`src/rtl/irq_pending_latch.sv`:
```
// irq_pending_latch: synchronised sticky interrupt pending register with mask and ack/eoi service handshake
module irq_pending_latch #(
  parameter int SYNC_STAGES = 2,
  parameter bit LEVEL_MODE = 1'b0
) (
  input  logic       clk,
  input  logic       rst_n,
  input  logic [7:0] irq_in,
  input  logic [7:0] mask,
  input  logic       clr_all,
  output logic [7:0] req_out,
  output logic       en_out,
  output logic       irq_valid,
  input  logic       ack,
  input  logic [2:0] ack_code,
  input  logic       eoi,
  output logic [7:0] in_service
);
  typedef enum logic [1:0] {IDLE, REQ, SERVICE} state_t;
  state_t state_q, state_d;
  logic [SYNC_STAGES-1:0][7:0] sync_q, sync_d;
  logic [SYNC_STAGES:0] arm_q, arm_d;
  logic [7:0] prev_q, prev_d, pending_q, pending_d, req_out_q, req_out_d, in_service_q, in_service_d;
  logic valid_q, valid_d;
  logic [7:0] synced, edges, avail, ack_oh, ack_clr;
  logic ack_ok;
  // arm_q holds off edge detection until the synchroniser has flushed, so lines high across reset are not edges
  always_comb begin
    synced = sync_q[SYNC_STAGES-1];
    sync_d = {sync_q[SYNC_STAGES-2:0], irq_in};
    arm_d = {arm_q[SYNC_STAGES-1:0], 1'b1};
    prev_d = synced;
    edges = arm_q[SYNC_STAGES] ? synced & ~prev_q : '0;
    avail = pending_q & ~mask & ~in_service_q;
    ack_oh = 8'h80 >> ack_code;
    ack_ok = state_q == REQ && ack && |(ack_oh & avail);
    ack_clr = (ack_ok && !LEVEL_MODE) ? ack_oh : '0;
    pending_d = clr_all ? '0 : LEVEL_MODE ? synced : (pending_q & ~ack_clr) | edges;
    state_d = clr_all ? IDLE :
              state_q == IDLE ? (|avail ? REQ : IDLE) :
              state_q == REQ ? (ack_ok ? SERVICE : |avail ? REQ : IDLE) :
              eoi ? IDLE : SERVICE;
    in_service_d = clr_all ? '0 : ack_ok ? ack_oh : (state_q == SERVICE && eoi) ? '0 : in_service_q;
    req_out_d = clr_all ? '0 : pending_q & ~mask & ~ack_clr;
    valid_d = state_d == REQ;
  end
  always_ff @(posedge clk or negedge rst_n) begin
    if (!rst_n) begin
      state_q <= IDLE;
      sync_q <= '0;
      arm_q <= '0;
      prev_q <= '0;
      pending_q <= '0;
      req_out_q <= '0;
      in_service_q <= '0;
      valid_q <= 1'b0;
    end else begin
      state_q <= state_d;
      sync_q <= sync_d;
      arm_q <= arm_d;
      prev_q <= prev_d;
      pending_q <= pending_d;
      req_out_q <= req_out_d;
      in_service_q <= in_service_d;
      valid_q <= valid_d;
    end
  end
  assign req_out = req_out_q;
  assign en_out = valid_q;
  assign irq_valid = valid_q;
  assign in_service = in_service_q;
endmodule

```
`config.mk`:
```
export PLATFORM = sky130hd
export DESIGN_NAME = irq_pending_latch
export DESIGN_NICKNAME = d
export VERILOG_FILES = /design/src/rtl/irq_pending_latch.sv
export SDC_FILE = /design/constraint.sdc
export NUM_CORES = 1
export LEC_CHECK = 0
export ABC_CLOCK_PERIOD_IN_PS = 3250
export BUFFER_PORTS_ARGS = -buffer_cell sky130_fd_sc_hd__buf_2
export CAP_MARGIN = 25
export CORE_ASPECT_RATIO = 1.5
export CORE_MARGIN = 2
export CORE_UTILIZATION = 50
export CTS_BUF_LIST = sky130_fd_sc_hd__clkbuf_2
export DETAILED_ROUTE_END_ITERATION = 10
export PLACE_DENSITY = 0.81
export SETUP_SLACK_MARGIN = 0.5
export SLEW_MARGIN = 20
export SYNTH_ARGS = -nofsm -noshare
export SYNTH_HDL_FRONTEND = slang
export SYNTH_SLANG_ARGS = --single-unit
```
`constraint.sdc`:
```
create_clock -name clk -period 3.25 [get_ports clk]
set_input_delay 0.8125 -clock clk [delete_from_list [all_inputs] [get_ports clk]]
set_output_delay 0.8125 -clock clk [all_outputs]
set_load 0.05 [all_outputs]
```
# Yosys cells after proc, flatten, opt, wreduce, memory -nomap -nowiden
# Cells that the tools add are included.
[word_totals]
register_bits = 54
in_bits = 24
out_inout_bits = 18
word_cells = 44
[op_classes]
eq_ne = 3
shift = 1
muxes = 13
n_bitwise = 11
reduce_logical = 7
[ops]
columns = ["op", "n"]
rows = [
  ["8-bit 2-to-1 mux", 7],
  ["8-bit bitwise AND", 6],
  ["8-bit inverter", 4],
  ["8-bit OR reduction", 2],
  ["2-bit 2-to-1 mux", 5],
  ["8-bit bitwise OR", 1],
  ["8-bit by 3-bit >> shifter with 8-bit output (first input constant)", 1],
  ["2-bit by 1-bit equality test with 1-bit output (second input constant)", 2],
  ["1-bit logical AND", 3],
  ["3-bit nonzero test", 1],
  ["2-bit equality test (second input constant)", 1],
  ["2-bit zero test", 1],
  ["1-bit 2-to-1 mux", 1],
]

# Logic depth before layout (Yosys ltp)
[depth]
ltp_word = 11
ltp_mapped = 8
ltp_nobuf = 5

# Least setup slack after synthesis
# OpenSTA, ideal clock, no wires.
[synth_timing]
path_type = "input to register"
startpoint = "input port ack_code[1]"
endpoint = "register in_service_q[4] (netlist: in_service[4])"
setup_ns = 0.079
arrival_ns = 2.117
required_ns = 3.171
slack_ns = 1.054
cell_stages = 8
path_buffers = 3
path_cell_list = "buf_4 -> nor3b_1 -> a32oi_1 -> nand4_1 -> and4b_1 -> buf_6 -> buf_6 -> mux2i_1"
[synth_via]
elab_chain_cells = 6
word_cells_on_any_way = 7
classes_between = "shift: 1; mux: 2; bitwise: 1; reduce/logical: 3"
[synth_rtl]
columns = ["element", "line", "source"]
rows = [
  ["start, declared", "15", "input logic [2:0] ack_code,"],
  ["8-bit by 3-bit >> shifter with 8-bit output (*)", "35", "ack_oh = 8'h80 >> ack_code;"],
  ["8-bit bitwise AND", "36", "ack_ok = state_q == REQ && ack && |(ack_oh & avail);"],
  ["8-bit OR reduction", "36", ""],
  ["1-bit logical AND", "36", ""],
  ["8-bit 2-to-1 mux (2 in series)", "43", "in_service_d = clr_all ? '0 : ack_ok ? ack_oh : (state_q == SERVICE && eoi) ? '0 : in_service_q;"],
  ["end signal, assigned", "64", "in_service_q <= in_service_d;"],
  ["end, declared", "23", "logic [7:0] prev_q, prev_d, pending_q, pending_d, req_out_q, req_out_d, in_service_q, in_service_d;"],
]
# Every way passes the cells marked *; elsewhere a longest branch is shown, timed or not.
# A chain may end at the register's enable or synchronous reset.

# Worst setup path in the final report
[layout_timing]
startpoint = "input port ack_code[0]"
endpoint = "register in_service_q[6] (netlist: in_service[6])"
# The elaborated chain is that of the path after synthesis.

==> results.txt <==
pin count of the biggest net entering global routing - 41
Initial Utilization - 0.525
share of layout cells above drive strength 1 - 0.324
chip height - 85.7 µm
DP Worst Slack - 0.702 ns
Die ar. - 0.00502 mm²
Cell Pwr Density - 466 mW/mm²
CORE AREA - 0.00425 mm²
global-route usage over all layers - 0.184
Fill cells - 358
relative slew slack - 0.422
CTS sink cnt - 54
post-CTS setup buffers - 0
worst skew pair latency - 0.44 ns
syn nets - 198
global-route wire length before repair - 7.05 mm
sequential area share after synthesis - 0.607
Max IR drop VDD - 0.337 mV
Die X - 58.5 µm
drt drc - 0
crit-path cells - buf_2, nor3b_1, a32oi_1, nand4_1, and4b_1, buf_4, mux2i_1
CP Data Required Time - 3.62 ns
Setup TNS - 0 ns
min Tclk post-route - 2.09 ns
synthesized flop and latch total - 54
antenna violations before repair - 0
Worst Tran Pin Value - 0.863 ns
synthesis-to-finish area growth - 11.9%
critical path type - in2reg
Hold Path Class - in2async
post-synth top area cell - dfrtp_1
Critical Path AT - 2.46 ns
Tcrit/Tclk final - 0.643
post-route ant nets - 0
Synth top area share - 0.607
CTS max path bufs - 2
final hold vios - 0
library cells used by synthesis - 43
vias per inst - 5.69
number of synthesized flops with an enable pin - 0
Clk pin slew, worst setup/hold paths - 0.25 ns
Synth Warn # - 0
Routed WL per cell - 15.9 µm
CTS Buf Count - 5
vias in the first global route - 1,516
slowest stage delay, CP - 0.49 ns
Setup Viol. Count Final - 0
CTS tree - built
Setup crit end kind - flip-flop
1st-pass router iterations - 4
final setup margin - 1.16 ns
status - finished clean
Worst R2R Start - pending_q[5]
aggregate global routing overflow - 0
mean area per synthesized cell - 12.8 µm²
crit-path max FO - 15
max-cap violation count - 0
Site Rows - 29
total I/O pin count - 42
Final Routed Wirelength - 4.15 mm
GPL Wtd Cong - 0.876
DR vias - 1,490
clock root cell - clkbuf_2
ys async rst share - 1.00
CTS resizes - 0
Synth Flop Type - dfrtp_1
fin nets - 239
top post-synthesis cells by area - dfrtp_1 (61%), mux2i_1 (3.6%), a2111oi_2 (3.4%)
unrepaired setup endpoints after global routing - no
Leakage - 1.14 nW
Max Slew Vio Count - 0
Fmax - 0.478 GHz
starting DRC count in detailed routing - 15
H-tree level count - 2
crit path from - ack_code[0]
diode count - 0
Syn Inst Count - 174
Worst path slowest cell - nor3b_1
CP Launch Type - input pin
DP Wirelength - 3.02 mm
Syn Std Cell Area - 0.00223 mm²
# port buffers - 41
hold buffers post-CTS - 0
Fin Clk Skew - 0.0162 ns
==> final timing paths <==
path | cells after the start | end | slack (ns)
max | 7 | in_service[6] | 1.16
min | 1 | req_out[6] | 0.22
max reg2reg | 6 | req_out[7] | 1.42
min reg2reg | 0 | prev_d[2] | 0.38
max in group asynchronous | 2 | state_q[0] | 2.25
min in group clk | 0 | prev_d[2] | 0.38
==> cell usage in the layout (no fill, tap or decap), types with 2 or more instances in the layout <==
cell type,netlist,layout
nor2_1,3,3
nand2_1,15,15
buf_2,0,41
buf_4,3,3
nand2b_1,2,2
or2_2,3,3
nand3_1,5,5
a311oi_2,2,2
nand3b_1,3,3
and3_1,3,3
a221oi_2,2,2
a2111oi_2,5,5
clkbuf_2,0,6
a31oi_1,9,9
inv_1,11,11
a211oi_2,2,2
mux2i_1,8,8
nor3b_1,7,7
a2111oi_1,2,2
nor2b_1,8,8
dfrtp_1,54,54
==> flip-flops by register name, indices dropped and copies added, names as in the netlist <==
signal	flops
arm_q	3
en_out	1
in_service	8
pending_q	8
prev_d	8
prev_q	8
req_out	8
state_q	2
sync_d	8
==> power breakdown <==
part | internal (mW) | leakage [nW] | switching [mW]
Combinational | 0.0376 | 0.414 | 0.0734
Clock | 0.133 | 0.0392 | 0.205
Sequential | 0.699 | 0.686 | 0.0126
Total | 0.870 | 1.14 | 0.291
==> Yosys cell counts, drive strengths merged, types with 3 or more instances <==
| cell type | instances |
|---|---|
| dfrtp | 54 |
| nand2 | 15 |
| inv | 11 |
| a31oi | 9 |
| buf | 8 |
| mux2i | 8 |
| nor2b | 8 |
| nor3b | 8 |
| a2111oi | 7 |
| nand3 | 5 |
| and3 | 3 |
| nand3b | 3 |
| nor2 | 3 |
| or2 | 3 |
==> layout make-up <==
class                   instances  area (µm²)  share of cell area
well taps                      46        57.6              0.0231
multi-input cells              99         747               0.300
repair buffers                 44         228              0.0914
clock inverters                 2        37.5              0.0151
inverters                      11        41.3              0.0166
flip-flops and latches         54        1350               0.542
clock buffers                   6        30.0              0.0120
==> cell families (layout without fill, tap and decap cells) <==
family | count (synthesis) | in the layout | synth area share
AND/OR/NAND/NOR | 60 | 60 | 0.163
AO/OA/AOI/OAI | 30 | 30 | 0.134
flip-flops | 54 | 54 | 0.607
other | 1 | 1 | 0.00168
multiplexers | 8 | 8 | 0.0360
buffers and inverters | 21 | 63 | 0.0579
==> critical path: cells and delay by family <==
family | cells | cell delay [ns]
buf+inv | 2 | 0.49
simple gates | 3 | 0.82
mux | 1 | 0.23
compound gates | 1 | 0.11
==> metal layers <==
| layer | global-route usage | routed length, µm |
|---|---|---|
| met1 | 0.245 | 1650 |
| met2 | 0.283 | 2160 |
| met3 | 0.0483 | 242 |
| met4 | 0.0803 | 95 |
| met5 | 0 | 0 |
==> through the flow <==
step	total power [mW]	instances	cell area (µm²)	hold WS (ns)	utilization
2_1_floorplan	0.792	174	2230	0.331	-
4_1_cts	1.17	262	2490	0.223	0.587
6_report	1.16	262	2490	0.221	0.587
5_1_grt	1.21	262	2490	0.183	0.587
3_3_place_gp	0.832	254	2420	0.332	0.571
3_5_place_dp	0.836	254	2420	0.335	0.571
No activity file was read; power rests on OpenSTA's default activity.
